--- src/rtl/arcade_input_pkg.sv ---
// Shared types and default timing constants for the arcade input conditioner.
// The coin state machine enum lives here so the top and any future
// status logic agree on the encoding.
package arcade_input_pkg;

   // Coin acceptor states: waiting for a coin, measuring a low pulse, jammed.
   typedef enum logic [1:0] {
      IDLE  = 2'd0,
      LOW   = 2'd1,
      FAULT = 2'd2
   } coinState_t;

   localparam logic [15:0] DEFAULT_DEBOUNCE = 16'd6000;
   localparam logic [23:0] DEFAULT_COIN_MIN = 24'd60000;
   localparam logic [23:0] DEFAULT_COIN_MAX = 24'd600000;

   // Increment an 8-bit total, sticking at 255 instead of wrapping.
   function automatic logic [7:0] satInc8(input logic [7:0] value);
      if (value == 8'hFF) begin
         return value;
      end
      return value + 8'd1;
   endfunction

endpackage

--- src/rtl/input_debounce.sv ---
// One switch channel: two-flop synchronizer, hold-time debouncer and a
// registered press pulse on the debounced falling edge (switches are
// active-low, so falling means pressed).
module input_debounce
   import arcade_input_pkg::*;
#(
   parameter logic [15:0] DEBOUNCE = DEFAULT_DEBOUNCE
) (
   input  logic clk_pix,
   input  logic reset_n,
   input  logic raw_n_i,
   output logic level_n_o,
   output logic pulse_o
);

   logic        sync1_q;
   logic        sync2_q;
   logic        level_q;
   logic        level_d;
   logic        levelDly_q;
   logic        pulse_q;
   logic [15:0] cnt_q;
   logic [15:0] cnt_d;

   // The synchronized level must differ from the accepted level for
   // DEBOUNCE consecutive cycles before it is taken; any cycle where it
   // agrees again throws the partial count away.
   always_comb begin
      level_d = level_q;
      cnt_d   = '0;
      if (sync2_q != level_q) begin
         if (cnt_q == DEBOUNCE - 16'd1) begin
            level_d = sync2_q;
            cnt_d   = '0;
         end else begin
            cnt_d = cnt_q + 16'd1;
         end
      end
   end

   // Synchronizer presets to released (1) so a reset never looks like a
   // press; the pulse compares the accepted level with its one-cycle-old
   // copy so it appears the edge after the level falls.
   always_ff @(posedge clk_pix or negedge reset_n) begin
      if (!reset_n) begin
         sync1_q    <= 1'b1;
         sync2_q    <= 1'b1;
         level_q    <= 1'b1;
         levelDly_q <= 1'b1;
         pulse_q    <= 1'b0;
         cnt_q      <= '0;
      end else begin
         sync1_q    <= raw_n_i;
         sync2_q    <= sync1_q;
         level_q    <= level_d;
         levelDly_q <= level_q;
         pulse_q    <= levelDly_q & ~level_q;
         cnt_q      <= cnt_d;
      end
   end

   assign level_n_o = level_q;
   assign pulse_o   = pulse_q;

endmodule

--- src/rtl/arcade_input_cond.sv ---
// Cabinet/autoplay input conditioner: debounces coin, start and fire,
// produces press pulses for start and fire, and validates coin pulses by
// their low width, keeping a saturating count of accepted coins.
module arcade_input_cond
   import arcade_input_pkg::*;
#(
   parameter logic [15:0] DEBOUNCE = DEFAULT_DEBOUNCE,
   parameter logic [23:0] COIN_MIN = DEFAULT_COIN_MIN,
   parameter logic [23:0] COIN_MAX = DEFAULT_COIN_MAX
) (
   input  logic       clk_pix,
   input  logic       reset_n,
   input  logic       coin_raw_n,
   input  logic       start_raw_n,
   input  logic       throw_raw_n,
   output logic       coin_n,
   output logic       start_n,
   output logic       throw_n,
   output logic       start_pulse,
   output logic       throw_pulse,
   output logic       coin_pulse,
   output logic       coin_fault,
   output logic [7:0] coin_total
);

   logic       coinLevel;
   logic       coinFall_unused;
   coinState_t state_q;
   logic [23:0] wcnt_q;
   logic       coinPulse_q;
   logic       coinFault_q;
   logic [7:0] coinTotal_q;

   input_debounce #(.DEBOUNCE(DEBOUNCE)) uCoin (
      .clk_pix   (clk_pix),
      .reset_n   (reset_n),
      .raw_n_i   (coin_raw_n),
      .level_n_o (coinLevel),
      .pulse_o   (coinFall_unused)
   );

   input_debounce #(.DEBOUNCE(DEBOUNCE)) uStart (
      .clk_pix   (clk_pix),
      .reset_n   (reset_n),
      .raw_n_i   (start_raw_n),
      .level_n_o (start_n),
      .pulse_o   (start_pulse)
   );

   input_debounce #(.DEBOUNCE(DEBOUNCE)) uThrow (
      .clk_pix   (clk_pix),
      .reset_n   (reset_n),
      .raw_n_i   (throw_raw_n),
      .level_n_o (throw_n),
      .pulse_o   (throw_pulse)
   );

   // Coin validation: wcnt counts debounced low cycles starting at 1 on the
   // cycle after the fall. A release is checked before the jam limit, so a
   // coin released on the cycle its count would reach COIN_MAX still
   // counts. A jammed coin is only cleared by its release and never pays.
   always_ff @(posedge clk_pix or negedge reset_n) begin
      if (!reset_n) begin
         state_q     <= IDLE;
         wcnt_q      <= '0;
         coinPulse_q <= 1'b0;
         coinFault_q <= 1'b0;
         coinTotal_q <= '0;
      end else begin
         coinPulse_q <= 1'b0;
         case (state_q)
            IDLE: begin
               if (!coinLevel) begin
                  state_q <= LOW;
                  wcnt_q  <= 24'd1;
               end
            end
            LOW: begin
               if (coinLevel) begin
                  if (wcnt_q >= COIN_MIN) begin
                     coinPulse_q <= 1'b1;
                     coinTotal_q <= satInc8(coinTotal_q);
                  end
                  state_q <= IDLE;
                  wcnt_q  <= '0;
               end else begin
                  if (wcnt_q != '1) begin
                     wcnt_q <= wcnt_q + 24'd1;
                  end
                  if (wcnt_q >= COIN_MAX - 24'd1) begin
                     state_q     <= FAULT;
                     coinFault_q <= 1'b1;
                  end
               end
            end
            FAULT: begin
               if (coinLevel) begin
                  state_q     <= IDLE;
                  coinFault_q <= 1'b0;
                  wcnt_q      <= '0;
               end
            end
            default: begin
               state_q     <= IDLE;
               coinFault_q <= 1'b0;
               wcnt_q      <= '0;
            end
         endcase
      end
   end

   assign coin_n     = coinLevel;
   assign coin_pulse = coinPulse_q;
   assign coin_fault = coinFault_q;
   assign coin_total = coinTotal_q;

endmodule

--- config.mk ---
export PLATFORM = sky130hd
export DESIGN_NAME = arcade_input_cond
export DESIGN_NICKNAME = d
export VERILOG_FILES = /design/src/rtl/arcade_input_pkg.sv /design/src/rtl/input_debounce.sv /design/src/rtl/arcade_input_cond.sv
export SDC_FILE = /design/constraint.sdc
export NUM_CORES = 1
export LEC_CHECK = 0
export BUFFER_PORTS_ARGS = -buffer_cell sky130_fd_sc_hd__clkbuf_2
export CELL_PAD_IN_SITES_DETAIL_PLACEMENT = 0
export CELL_PAD_IN_SITES_GLOBAL_PLACEMENT = 1
export CORE_AREA = 2 2 129 81
export CTS_BUF_LIST = sky130_fd_sc_hd__clkbuf_16
export DETAILED_ROUTE_END_ITERATION = 6
export DIE_AREA = 0 0 131 83
export PLACE_DENSITY_LB_ADDON = 0.1
export SYNTH_ARGS = -nofsm -noshare
export SYNTH_HDL_FRONTEND = slang
export SYNTH_HIERARCHICAL = 1
export SYNTH_SLANG_ARGS = --single-unit
export TNS_END_PERCENT = 20
--- constraint.sdc ---
create_clock -name clk_pix -period 4.7 [get_ports clk_pix]
set_input_delay 0.705 -clock clk_pix [delete_from_list [all_inputs] [get_ports clk_pix]]
set_output_delay 0.705 -clock clk_pix [all_outputs]
set_load 0.01 [all_outputs]
==> impl_metrics.toml <==
[global_route]
grt.met2_usage = 0.287
grt_use_total = 0.207
grt_overflow_total = 0
grt_pass1_vias = 3536
global_route.usage.met3 = 0.0477
met1_usage = 0.322
grt_pass1_wl_um = 17900
grt_antenna_before_repair = 0
busiest_layer = "met1"
grt_max_degree = 64

[timing]
slew_headroom = 0.338
min_period_over_period = 0.480
fin_setup_tns_ps = 0
setup_repair_after_global_routing_missed_its_margin = "false"
period_minus_slack_ps = 2260
finalHoldViolations = 0
worst_slew_pin_slew_ps = 983
achievable_frequency_ghz = 0.443
maxSlewViolCount = 0
final.setup_skew_ps = 6.44
finalSetupViolations = 0

[clocking]
post_cts_buffers = 0
cts-root-buf = "sky130_fd_sc_hd__clkbuf_16"
cts_resized = 0
clk_latency_ps = 340
clk_path_buf_depth = 2
htree_levels = 3
hold_buffers = 0
clock_tree_from_tritoncts = "done"
cts-buffers-inserted = 9
clkSlewWorstSetupHoldPaths_ps = 60
cts.sinks = 97

[finish]
fraction_of_final_layout_cells_with_drive_strength_greater_than_1 = 0.133
area_growth_pct = 7.56
final_common_cell = "sky130_fd_sc_hd__dfrtp_1"
finalNetCount = 520
layoutNonFillerInstCount = 648
postLayoutCellArea_mm2 = 0.00534
layout.cells.most_common_list = "sky130_fd_sc_hd__dfrtp_1, sky130_fd_sc_hd__nor2_1, sky130_fd_sc_hd__xnor2_1, sky130_fd_sc_hd__nand2_1, sky130_fd_sc_hd__nand4_1"
antenna-diode-count = 0

[detailed_routing]
drt_iter0_markers = 209
postRouteAntennaNets = 0
avgRoutedWirePerCell_um = 16.0
post_drt_via_cell_ratio = 5.71
drc = 0
route.final.wire_length_um = 10400
total_iterations_of_the_first_detailed_routing_run = 5
via_count = 3701

[place]
placed_insts = 633
io_buffer_count = 19
placed_wire_length_estimate_um = 7150
postPlaceCellArea_mm2 = 0.00508
gp_congestion = 0.843

[floorplan]
ioPinCount = 20
placement_rows = 28
initial_utilization = 0.515
die_height_um = 83
die_footprint_mm2 = 0.0109
floorplan.core_area_mm2 = 0.00963
dieWidth_um = 131

[critical_path]
crit_path_end_kind = "flop"
crit_path_start_kind = "flop"
critical_path_required_ps = 4960
timing_worst_setup_path_type = "flop to flop"
path_max_fanout = 12
cp_data_arrival_time_ps = 2510

[synthesis]
synth_nets = 506
synth_area_per_cell_um2 = 10.0
synth.cell_area_mm2 = 0.00496
synth_warnings = 6
synthesis.instances = 495

[run]
max_cap_viol_count = 0

[pwr]
peakVddDrop_mv = 0.203
power_density_mw_per_mm2 = 291
p_leak_uw = 0.00216

[hold_path]
hold_path_class = "flop to flop"

[run_status]
status = "finished, final reports clean"
cell type report:
type                       count  area, um2
fill                         856       4300
clock inverter                 6       36.3
clock buffer                   9        225
tap                          135        169
timing repair buffer          21        113
inverter                      16       60.1
sequential                    97       2440
multi-input combinational    364       2290
state kept, by name (all words and copies together) (netlist names), 2 cells and up:
name / flops
coin_total: 8
state_q: 2
uCoin/cnt_q: 16
uStart/cnt_q: 16
uThrow/cnt_q: 16
wcnt_q: 24
routing by layer:
metal,routed length [um],vias to the layer above
met1,5450,1825
met5,0,-
li1,-,1790
met2,4350,76
met4,105,0
met3,472,10
worst paths after layout:
check / start / to / slack [ps] / cells past startpoint
setup / recovery: wcnt_q[0]$_DFFE_PN0P_ / wcnt_q[13]$_DFFE_PN0P_ / 2440 / 6
hold / removal: uCoin/sync1_q$_DFF_PN1_ / uCoin/sync2_q$_DFF_PN1_ / 360 / 0
setup reg to reg: wcnt_q[0]$_DFFE_PN0P_ / wcnt_q[13]$_DFFE_PN0P_ / 2440 / 6
hold reg to reg: uCoin/sync1_q$_DFF_PN1_ / uCoin/sync2_q$_DFF_PN1_ / 360 / 0
max in group asynchronous: reset_n / uThrow/sync2_q$_DFF_PN1_ / 3270 / 2
min in group asynchronous: reset_n / uCoin/cnt_q[8]$_DFF_PN0_ / 450 / 1
critical path, cell delays in order (launching register included):
cell	delay, ps
sky130_fd_sc_hd__dfrtp_1	420
sky130_fd_sc_hd__ha_1	240
sky130_fd_sc_hd__nand4_1	170
sky130_fd_sc_hd__nor4_2	570
sky130_fd_sc_hd__a2111o_1	480
sky130_fd_sc_hd__o21ai_0	140
sky130_fd_sc_hd__a21oi_1	160
stage by stage:
step,setup WS [ps],hold WS [ps],total power (uW),util
floorplan,2590,345,888,-
global placement,2510,349,910,0.527
detailed placement,2470,349,910,0.527
CTS,2470,359,1570,0.554
global route,2190,363,1620,0.554
finish,2440,358,1560,0.554
where the power goes:
| group | switching [uW] | internal, uW |
|---|---|---|
| logic | 29.1 | 10.7 |
| registers | 7.94 | 846 |
| clock network | 309 | 353 |
Power figures use the tool's default switching activity.
